===== config.mk =====
export PLATFORM = sky130hd
export DESIGN_NAME = spill_splitter
export DESIGN_NICKNAME = d
export VERILOG_FILES = /design/src/rtl/spill_splitter.sv
export SDC_FILE = /design/constraint.sdc
export NUM_CORES = 1
export LEC_CHECK = 0
export ABC_AREA = 1
export BUFFER_PORTS_ARGS = -buffer_cell sky130_fd_sc_hd__buf_4
export CAP_MARGIN = 20
export CORE_AREA = 10 10 601 603
export CTS_BUF_LIST = sky130_fd_sc_hd__clkbuf_4 sky130_fd_sc_hd__clkbuf_8 sky130_fd_sc_hd__clkbuf_16
export DETAILED_ROUTE_END_ITERATION = 7
export DIE_AREA = 0 0 611 613
export PLACE_DENSITY = 0.3
export SYNTH_ARGS = -nofsm -noshare
export SYNTH_HDL_FRONTEND = slang
export SYNTH_SLANG_ARGS = --single-unit
export TNS_END_PERCENT = 20

===== constraint.sdc =====
create_clock -name clk -period 6.25 [get_ports clk]
set_input_delay 0.625 -clock clk [delete_from_list [all_inputs] [get_ports clk]]
set_output_delay 0.625 -clock clk [all_outputs]
set_load 0.05 [all_outputs]

===== src/rtl/spill_splitter.sv =====
// Drain side of the task-spill path: reads a spilled slot back into the task queue,
// then retires the slot in its chunk counter and returns full chunks to the free stack.
module spill_splitter #(
    parameter int unsigned TASKS_PER_SPLITTER      = 8,
    parameter int unsigned LOG_TASK_BYTES          = 4,
    parameter int unsigned LOG_SPLITTERS_PER_CHUNK = 2,
    parameter int unsigned LOG_STACK_ENTRY_BYTES   = 2,
    parameter int unsigned TQ_WIDTH                = 128
) (
    input  logic                clk,
    input  logic                rstn,
    input  logic                cfg_start,
    input  logic [37:0]         cfg_spill_base,
    input  logic [37:0]         cfg_stack_base,
    input  logic [37:0]         cfg_scratch_base,
    input  logic [37:0]         cfg_stack_ptr_addr,
    input  logic                split_valid,
    output logic                split_ready,
    input  logic [15:0]         split_coal_id,
    output logic                out_valid,
    input  logic                out_ready,
    output logic [TQ_WIDTH-1:0] out_task,
    output logic                stack_lock_out,
    input  logic                stack_lock_in,
    output logic                arvalid,
    input  logic                arready,
    output logic [63:0]         araddr,
    output logic [7:0]          arlen,
    output logic [2:0]          arsize,
    input  logic                rvalid,
    output logic                rready,
    input  logic [511:0]        rdata,
    input  logic                rlast,
    output logic                awvalid,
    input  logic                awready,
    output logic [63:0]         awaddr,
    output logic [7:0]          awlen,
    output logic [2:0]          awsize,
    output logic                wvalid,
    input  logic                wready,
    output logic [511:0]        wdata,
    output logic [63:0]         wstrb,
    output logic                wlast,
    input  logic                bvalid,
    output logic                bready,
    output logic                busy,
    output logic                err
);

    localparam int unsigned BEAT_W     = (TASKS_PER_SPLITTER > 1) ? $clog2(TASKS_PER_SPLITTER) : 1;
    localparam int unsigned SLOT_SHIFT = LOG_TASK_BYTES + $clog2(TASKS_PER_SPLITTER);
    localparam logic [BEAT_W-1:0] BEAT_LAST = BEAT_W'(TASKS_PER_SPLITTER - 1);
    localparam logic [31:0] SLOTS_PER_CHUNK = 32'(1 << LOG_SPLITTERS_PER_CHUNK);

    typedef enum logic [3:0] {
        IDLE, RD_SLOT, STREAM, GRAB_LOCK, CHECK_LOCK, RD_CNT, RD_CNT_WAIT, WR_CNT,
        WR_CNT_WAIT, RD_PTR, RD_PTR_WAIT, WR_ENTRY, WR_ENTRY_WAIT, WR_PTR, WR_PTR_WAIT, RELEASE
    } state_t;

    state_t            state_q, state_d;
    logic [15:0]       coal_q, coal_d;
    logic [31:0]       cnt_q, cnt_d;
    logic [15:0]       ptr_q, ptr_d;
    logic [BEAT_W-1:0] beat_q, beat_d;
    logic              lock_q, lock_d;
    logic              err_q, err_d;
    logic              aw_done_q, aw_done_d;
    logic              w_done_q, w_done_d;

    logic [15:0] chunk;
    logic [31:0] cnt_inc;
    logic        chunk_full;
    logic [15:0] ptr_dec;
    logic [63:0] slot_addr, cnt_addr, entry_addr, ptr_addr;
    logic        wr_req, wr_fire;
    logic        unused_ok;

    assign chunk      = coal_q >> LOG_SPLITTERS_PER_CHUNK;
    assign cnt_inc    = cnt_q + 32'd1;
    assign chunk_full = (cnt_inc == SLOTS_PER_CHUNK);
    assign ptr_dec    = ptr_q - 16'd1;
    assign slot_addr  = 64'(cfg_spill_base) + (64'(coal_q) << SLOT_SHIFT);
    assign cnt_addr   = 64'(cfg_scratch_base) + (64'(chunk) << 2);
    assign entry_addr = 64'(cfg_stack_base) + (64'(ptr_dec) << LOG_STACK_ENTRY_BYTES);
    assign ptr_addr   = 64'(cfg_stack_ptr_addr);

    assign out_task       = rdata[TQ_WIDTH-1:0];
    assign stack_lock_out = lock_q;
    assign err            = err_q;
    assign busy           = (state_q != IDLE);
    assign unused_ok      = ^{rlast, rdata};

    // aw and w are issued together; either may be accepted first
    assign wr_req  = (state_q == WR_CNT) || (state_q == WR_ENTRY) || (state_q == WR_PTR);
    assign wr_fire = wr_req && (aw_done_q || awready) && (w_done_q || wready);

    always_ff @(posedge clk or negedge rstn) begin
        if (!rstn) begin
            state_q   <= IDLE;
            coal_q    <= '0;
            cnt_q     <= '0;
            ptr_q     <= '0;
            beat_q    <= '0;
            lock_q    <= 1'b0;
            err_q     <= 1'b0;
            aw_done_q <= 1'b0;
            w_done_q  <= 1'b0;
        end else begin
            state_q   <= state_d;
            coal_q    <= coal_d;
            cnt_q     <= cnt_d;
            ptr_q     <= ptr_d;
            beat_q    <= beat_d;
            lock_q    <= lock_d;
            err_q     <= err_d;
            aw_done_q <= aw_done_d;
            w_done_q  <= w_done_d;
        end
    end

    always_comb begin
        state_d     = state_q;
        coal_d      = coal_q;
        cnt_d       = cnt_q;
        ptr_d       = ptr_q;
        beat_d      = beat_q;
        err_d       = err_q;
        aw_done_d   = aw_done_q;
        w_done_d    = w_done_q;
        split_ready = 1'b0;
        out_valid   = 1'b0;
        arvalid     = 1'b0;
        araddr      = '0;
        arlen       = '0;
        arsize      = '0;
        rready      = 1'b0;
        awaddr      = '0;
        awlen       = '0;
        awsize      = '0;
        wdata       = '0;
        bready      = 1'b0;

        case (state_q)
            IDLE: begin
                split_ready = cfg_start;
                if (cfg_start && split_valid) begin
                    coal_d  = split_coal_id;
                    beat_d  = '0;
                    state_d = RD_SLOT;
                end
            end
            RD_SLOT: begin
                arvalid = 1'b1;
                araddr  = slot_addr;
                arlen   = 8'(TASKS_PER_SPLITTER - 1);
                arsize  = 3'(LOG_TASK_BYTES);
                if (arready) state_d = STREAM;
            end
            STREAM: begin
                out_valid = rvalid;
                rready    = out_ready;
                if (rvalid && out_ready) begin
                    if (beat_q == BEAT_LAST) begin
                        beat_d  = '0;
                        state_d = GRAB_LOCK;
                    end else begin
                        beat_d = BEAT_W'(beat_q + 1'b1);
                    end
                end
            end
            GRAB_LOCK: begin
                if (!stack_lock_in) state_d = CHECK_LOCK;
            end
            CHECK_LOCK: state_d = RD_CNT;
            RD_CNT: begin
                arvalid = 1'b1;
                araddr  = cnt_addr;
                arsize  = 3'd2;
                if (arready) state_d = RD_CNT_WAIT;
            end
            RD_CNT_WAIT: begin
                rready = 1'b1;
                if (rvalid) begin
                    cnt_d   = rdata[31:0];
                    state_d = WR_CNT;
                end
            end
            WR_CNT: begin
                awaddr = cnt_addr;
                awsize = 3'd2;
                wdata  = 512'(chunk_full ? 32'd0 : cnt_inc);
                if (wr_fire) state_d = WR_CNT_WAIT;
            end
            WR_CNT_WAIT: begin
                bready = 1'b1;
                if (bvalid) state_d = chunk_full ? RD_PTR : RELEASE;
            end
            RD_PTR: begin
                arvalid = 1'b1;
                araddr  = ptr_addr;
                arsize  = 3'd1;
                if (arready) state_d = RD_PTR_WAIT;
            end
            RD_PTR_WAIT: begin
                rready = 1'b1;
                if (rvalid) begin
                    ptr_d = rdata[15:0];
                    if (rdata[15:0] == 16'd0) begin
                        err_d   = 1'b1;
                        state_d = RELEASE;
                    end else begin
                        state_d = WR_ENTRY;
                    end
                end
            end
            WR_ENTRY: begin
                awaddr = entry_addr;
                awsize = 3'(LOG_STACK_ENTRY_BYTES);
                wdata  = 512'(chunk);
                if (wr_fire) state_d = WR_ENTRY_WAIT;
            end
            WR_ENTRY_WAIT: begin
                bready = 1'b1;
                if (bvalid) state_d = WR_PTR;
            end
            WR_PTR: begin
                awaddr = ptr_addr;
                awsize = 3'd1;
                wdata  = 512'(ptr_dec);
                if (wr_fire) state_d = WR_PTR_WAIT;
            end
            WR_PTR_WAIT: begin
                bready = 1'b1;
                if (bvalid) state_d = RELEASE;
            end
            RELEASE: state_d = IDLE;
            default: state_d = IDLE;
        endcase

        if (wr_req) begin
            aw_done_d = wr_fire ? 1'b0 : (aw_done_q || awready);
            w_done_d  = wr_fire ? 1'b0 : (w_done_q || wready);
        end

        // lock is held from CHECK_LOCK through the last write response; dropped on entering RELEASE
        lock_d = state_d inside {CHECK_LOCK, RD_CNT, RD_CNT_WAIT, WR_CNT, WR_CNT_WAIT, RD_PTR,
                                 RD_PTR_WAIT, WR_ENTRY, WR_ENTRY_WAIT, WR_PTR, WR_PTR_WAIT};
    end

    assign awvalid = wr_req && !aw_done_q;
    assign wvalid  = wr_req && !w_done_q;
    assign wlast   = wvalid;
    assign wstrb   = wvalid ? '1 : '0;

endmodule


==> results of run 1 <==
-- worst max-delay path: cells and delay by family (launching register included) --
| kind | cells | cell delay [ns] |
|---|---|---|
| buffers and inverters | 8 | 1.28 |
| and+or+nand+nor | 9 | 1.52 |
| adders and majority gates | 2 | 0.67 |
| AOI/OAI and AO/OA | 5 | 0.84 |
| DFF | 1 | 0.38 |
-- flip-flops by register name, indices dropped and copies added, names as in the netlist --
signal,count
cnt_q,32
coal_q,16
ptr_q,16
state_q,4
beat_q,3
aw_done_q,1
err,1
stack_lock_out,1
w_done_q,1
-- cell type report --
class / count / area [um2] / share of cell area
flip-flops and latches: 75 / 1877 / 0.08659
well taps: 4599 / 5754 / 0.2655
diodes: 17 / 42.54 / 0.001963
clock buffers: 11 / 252.7 / 0.01166
multi-input cells: 1973 / 9413 / 0.4343
repair buffers: 475 / 3566 / 0.1645
clock inverters: 5 / 67.56 / 0.003117
inverters: 187 / 703.2 / 0.03244
-- routing by layer --
layer | GRT usage | part of all wire | vias to the layer above
met5 | 0 | 0.00066 | -
met4 | 0.02221 | 0.034 | 14
met3 | 0.01704 | 0.069 | 282
met2 | 0.1413 | 0.57 | 950
met1 | 0.06575 | 0.33 | 7093
li1 | - | - | 7223
-- worst paths after layout --
| check | slack, ns | endpoint | depth (start not counted) | start |
|---|---|---|---|---|
| worst min register to register | 0.48 | err | 2 | err |
| worst max-delay path | 0.52 | awaddr[23] | 24 | ptr_q[0] |
| worst min-delay path | 0.18 | cnt_q[26] | 1 | rstn |
| worst max register to register | 3.25 | stack_lock_out | 13 | state_q[0] |
| max in group asynchronous | 4.96 | ptr_q[14] | 2 | rstn |
| min in group clk | 0.44 | cnt_q[24] | 3 | rdata[24] |
-- power groups by stage --
stage / clock network, mW / logic (mW) / registers [mW]
floorplan: 0 / 4.89 / 0.904
global placement: 0 / 6.79 / 1.15
detailed placement: 0 / 6.78 / 1.15
CTS: 0.659 / 6.80 / 1.14
global route: 0.663 / 7.10 / 1.17
finish: 0.613 / 6.58 / 1.12
-- stage by stage --
step | power [mW] | hold WS [ns] | utilization
6_report | 8.314 | 0.1793 | 0.06218
5_1_grt | 8.932 | 0.2176 | 0.06210
4_1_cts | 8.602 | 0.2090 | 0.06202
3_5_place_dp | 7.935 | 0.4674 | 0.06110
3_3_place_gp | 7.946 | 0.4678 | 0.06106
2_1_floorplan | 5.793 | 0.3294 | -
-- timing repair --
item,in CTS,in global routing
resized for setup,0,2
hold buffers,0,0
setup endpoints to repair,0,2
-- cell families (layout without fill, tap and decap cells) --
family / after synthesis / in the layout / synth area share
fa+ha+maj: 53 / 53 / 0.04389
compound gates: 282 / 282 / 0.1010
mux: 16 / 16 / 0.01153
simple gates: 1033 / 1033 / 0.2879
xor+xnor: 45 / 45 / 0.02523
other cells: 1 / 561 / 0.0002400
buf+inv: 965 / 678 / 0.4101
flops: 75 / 75 / 0.1201
-- synthesized netlist by cell type (26+ instances only) --
cell type / n / share of area
nand2_1: 557 / 0.13
xor2_1: 37 / 0.021
inv_1: 182 / 0.044
nor2_1: 154 / 0.037
nor3_1: 33 / 0.011
ha_1: 50 / 0.040
a21oi_1: 97 / 0.031
o21ai_0: 115 / 0.037
dfrtp_1: 75 / 0.12
buf_4: 740 / 0.36
nand3_1: 197 / 0.063
clkbuf_1: 26 / 0.0062
-- layout by cell type, fill, tap and decap left out, types with 3 or more instances in the layout --
master and n:
nor2_2 8, nand4_1 24, a21oi_1 97, fa_1 3, nand2_1 556, o21ai_0 115, o31ai_1 3, inv_1 179
o21bai_1 5, or2_2 12, o211ai_1 25, xnor2_1 8, nor4_1 14, nor2_1 152, dfrtp_1 75, buf_4 475
a31oi_1 5, a21o_1 7, nand2_4 4, mux2_2 16, o21ai_1 5, nand3b_1 7, diode_2 17, nand2_2 7
nand3_2 3, conb_1 544, xor2_1 36, nor2_4 8, nand3_1 197, nor3_1 32, clkinv_1 3, inv_2 4
ha_1 50, clkbuf_16 9
==> metrics.cfg, run 1 <==
[run_status]
status = complete, no violations

[clock_network]
cts_tree = yes
cts_buffer_depth = 2
cts_root_buf = clkbuf_16
path_clk_slew_ns = 0.08
cts_sinks = 75
cts_setup_buffers = 0
worstSkewPairLatency_ns = 0.41
numCtsBuffers = 9
cts_max_level = 3

[setup_path]
critical_path_class = reg2out
critPathSlowestCell = ha_1
cpPeakStageDelay_ns = 0.41
crit_chain = inv_1, ha_1, nand3_1, nor3_1, buf_4, nand3_1, o21ai_0, inv_1, nor2_1, inv_1, ha_1, nand2_1, nor2_1, inv_1, nor2_1, a21boi_0, buf_4, nor2_1, a21oi_1, buf_4, a21oi_1, o21ai_0, nand3_1, buf_4
cp.arrival_ns = 5.10
end_kind = output pin
cp_max_fo = 5
startpoint_type = flop
worstPathRequired_ns = 5.62

[routing]
drt_pass1_iterations = 5
drc = 0
via_per_inst = 2.120
postRouteAntennaNets = 0
first_iter_violations = 871
routed_wl_um = 138200
drt-wirelength-per-cell_um = 18.83
dr_total_vias = 15560

[placed_design]
globalplace.congestion = 0.7794
place_ws_ns = 0.7969
portBuffers = 435
hpwl_um = 128100
postPlaceCellArea_um2 = 21300
dp_cells = 7309

[sta]
post-route-min-period_ns = 5.729
worst_clock_skew_ns = 0.02278
setup_ws_ns = 0.5213
hold_viol_final = 0
period_share = 0.9166
grt_setup_unrepaired = no
fmax_mhz = 174.6
slew_viol_final = 0
slew-limit-headroom = 0.2678
tightest_slew_ns = 1.093
finalSetupTns_ns = 0
setup_viol = 0

[global_route]
overflow = 0
antenna_found_initial = 115
grt_max_degree = 67
grt_usage = 0.06883
grt_pass1_wl_um = 167700
grt_pass1_vias = 15330

[layout]
final_cells = 7342
nFillCells = 41480
area_growth_pct = 38.75
drive_above_1_share = 0.2065
final_nets = 3466
final_cell_area_um2 = 21680

[min_path]
hold_path_class = in2async

[synth]
synth_edf_count = 0
syn_avg_cell_area_um2 = 6.325
synth_ff_type = dfrtp_1
synth_warnings = 0
synth.cell_area_um2 = 15620
async_flop_share = 1.000
syn_inst = 2470
synth-seq-area-share = 0.1201
ys_types = 54
ys_ff_latch = 75

[power_and_ir_drop]
switchingPower_mw = 5.750
ir_worst_vdd_v = 0.0001921
sw_frac_of_total = 0.6916
p_clk_frac = 0.074
power.density_nw_per_um2 = 383.5
internal-power_mw = 2.564
p_comb_frac = 0.791
power.leakage_nw = 9.064
pwr-share-seq = 0.135

[floorplan]
ios = 1557
core_area_um2 = 348600
num_rows = 217
chipWidth_um = 611
die-area_um2 = 374500
die_y_um = 613
initial_core_util = 0.04481

[job]
max_cap_violations = 0

(Power assumes the default switching activity.)
==> run 2: changes to the inputs <==
--- a/config.mk
+++ b/config.mk
@@ -10,5 +10,5 @@
 export CAP_MARGIN = 20
 export CORE_AREA = 10 10 601 603
-export CTS_BUF_LIST = sky130_fd_sc_hd__clkbuf_4 sky130_fd_sc_hd__clkbuf_8 sky130_fd_sc_hd__clkbuf_16
+export CTS_BUF_LIST = sky130_fd_sc_hd__clkbuf_8
 export DETAILED_ROUTE_END_ITERATION = 7
 export DIE_AREA = 0 0 611 613
==> constraint.sdc (replaced) <==
create_clock -name clk -period 6.25 [get_ports clk]
set_input_delay 0.625 -clock clk [delete_from_list [all_inputs] [get_ports clk]]
set_output_delay 0.625 -clock clk [all_outputs]
set_load 0.005 [all_outputs]
==> metrics.cfg, run 2 (synthesis results as in run 1) <==
[setup_path]
worstPathRequired_ns = 5.62
cp_max_fo = 5
startpoint_type = flop
cp.arrival_ns = 5.08
startpoint = ptr_q[0]
end_kind = output pin
reg2reg_depth = 8
critical_path_class = reg2out
r2r_start = state_q[0]

[run_status]
status = complete, no violations

[layout]
final_core_util = 0.06175
largest_register_ffs = 32
mostFrequentLayoutCells = 556 x nand2_1, 544 x conb_1, 474 x buf_4, 197 x nand3_1, 180 x inv_1
final_nets = 3465
area_growth_pct = 37.79
reg_top3 = cnt_q (32), coal_q (16), ptr_q (16)
final_common_cell = nand2_1
regMostFlops = cnt_q
nFillCells = 41550
final_cell_area_um2 = 21530
drive_above_1_share = 0.2063

[routing]
via_per_inst = 2.122
postRouteAntennaNets = 0
routed_wl_um = 138600
drt_pass1_iterations = 5
dr_total_vias = 15570
drt-wirelength-per-cell_um = 18.87
first_iter_violations = 1080
drc = 0

[power_and_ir_drop]
power_mw = 5.972
switchingPower_mw = 3.629
internal-power_mw = 2.344
power.leakage_nw = 8.986
pwr-share-seq = 0.187
p_clk_frac = 0.066
p_comb_frac = 0.747
sw_frac_of_total = 0.6076
ir_worst_vdd_v = 0.0001050
power.density_nw_per_um2 = 277.5

[global_route]
grt.met2_usage = 0.1427
grtUsageMet3 = 0.01873
overflow = 0
top_usage_layer = met2
grt_max_degree = 67
antenna_found_initial = 119
grt_usage = 0.06884
grtUsageMet1 = 0.06478
grt_pass1_wl_um = 167400
grt_pass1_vias = 15170

[clock_network]
cts_setup_buffers = 0
cts_sinks = 75
postCtsHoldBufs = 0
worstSkewPairLatency_ns = 0.47
cts_root_buf = clkbuf_8
cts_max_level = 3
path_clk_slew_ns = 0.11
cts_buffer_depth = 2
cts_tree = yes
numCtsBuffers = 9
post_cts_resized = 0

[sta]
slew_viol_final = 0
hold_ws_ns = 0.1205
worst_clock_skew_ns = 0.03222
hold_viol_final = 0
finalSetupTns_ns = 0
tightest_slew_ns = 1.095
post-route-min-period_ns = 5.700
grt_setup_unrepaired = no
period_share = 0.9120
fmax_mhz = 175.4
setup_viol = 0
slew-limit-headroom = 0.2633

[floorplan]
die-area_um2 = 374500
num_rows = 217
die_y_um = 613
core_area_um2 = 348600
ios = 1557
initial_core_util = 0.04481
chipWidth_um = 611

[min_path]
hold_path_class = in2async

[job]
max_cap_violations = 0

[placed_design]
postPlaceCellArea_um2 = 21290
portBuffers = 435
globalplace.congestion = 0.7783
hpwl_um = 128000

[run 2: cell count changes in the layout (fill, tap and decap cells not counted), moves of 2 or more]
cell / before / now
clkbuf_16: 9 / 0
clkbuf_8: 2 / 9
clkinv_4: 2 / 0
clkinvlp_4: 0 / 2
[run 2: power groups by stage]
stage          Clock, mW  Sequential (mW)  Combinational, mW
2_1_floorplan          0            0.893               2.64
3_3_place_gp           0             1.15               4.70
3_5_place_dp           0             1.16               4.68
4_1_cts            0.440             1.14               4.70
5_1_grt            0.447             1.17               4.99
6_report           0.396             1.11               4.46
[run 2: routing by layer]
metal | vias to the layer above | part of all wire
met3 | 307 | 0.077
met2 | 966 | 0.57
li1 | 7215 | -
met1 | 7066 | 0.32
met4 | 20 | 0.033
met5 | - | 0.0010
[run 2: cell type report]
| class | count | area [um2] | area share |
|---|---|---|---|
| clock inverters | 6 | 41.29 | 0.001918 |
| clock buffers | 9 | 123.9 | 0.005754 |
| well taps | 4599 | 5754 | 0.2673 |
| multi-input cells | 1973 | 9423 | 0.4377 |
| diodes | 18 | 45.04 | 0.002093 |
| inverters | 187 | 703.2 | 0.03267 |
| flip-flops and latches | 75 | 1877 | 0.08719 |
| repair buffers | 474 | 3558 | 0.1653 |
[run 2: critical path, stage by stage, from the launching register on]
cell	delay, ns
dfrtp_1	0.39
inv_1	0.23
nand3_1	0.19
nor3_1	0.31
nand2_1	0.17
nor3_2	0.28
nand3_1	0.17
xor2_2	0.39
buf_4	0.22
ha_1	0.28
nand2_1	0.15
inv_1	0.07
a21oi_1	0.15
inv_1	0.05
a31oi_1	0.13
nand2_1	0.31
nand2_1	0.13
o21ai_0	0.31
or2_2	0.39
nand3_1	0.07
nand3_1	0.09
buf_4	0.14
[run 2: metrics by stage]
step           std cells  setup slack (ns)
6_report            7341            0.5499
5_1_grt             7330           0.05558
4_1_cts             7323            0.2057
3_5_place_dp        7308            0.7750
3_3_place_gp        7306            0.7154
2_1_floorplan       3013             2.503
[run 2: final timing paths]
check | end | slack (ns)
worst max-delay path | awaddr[25] | 0.55
worst min-delay path | cnt_q[26] | 0.12
worst max register to register | cnt_q[16] | 3.17
worst min register to register | err | 0.48
max in group asynchronous | ptr_q[14] | 5.01
min in group clk | cnt_q[24] | 0.38
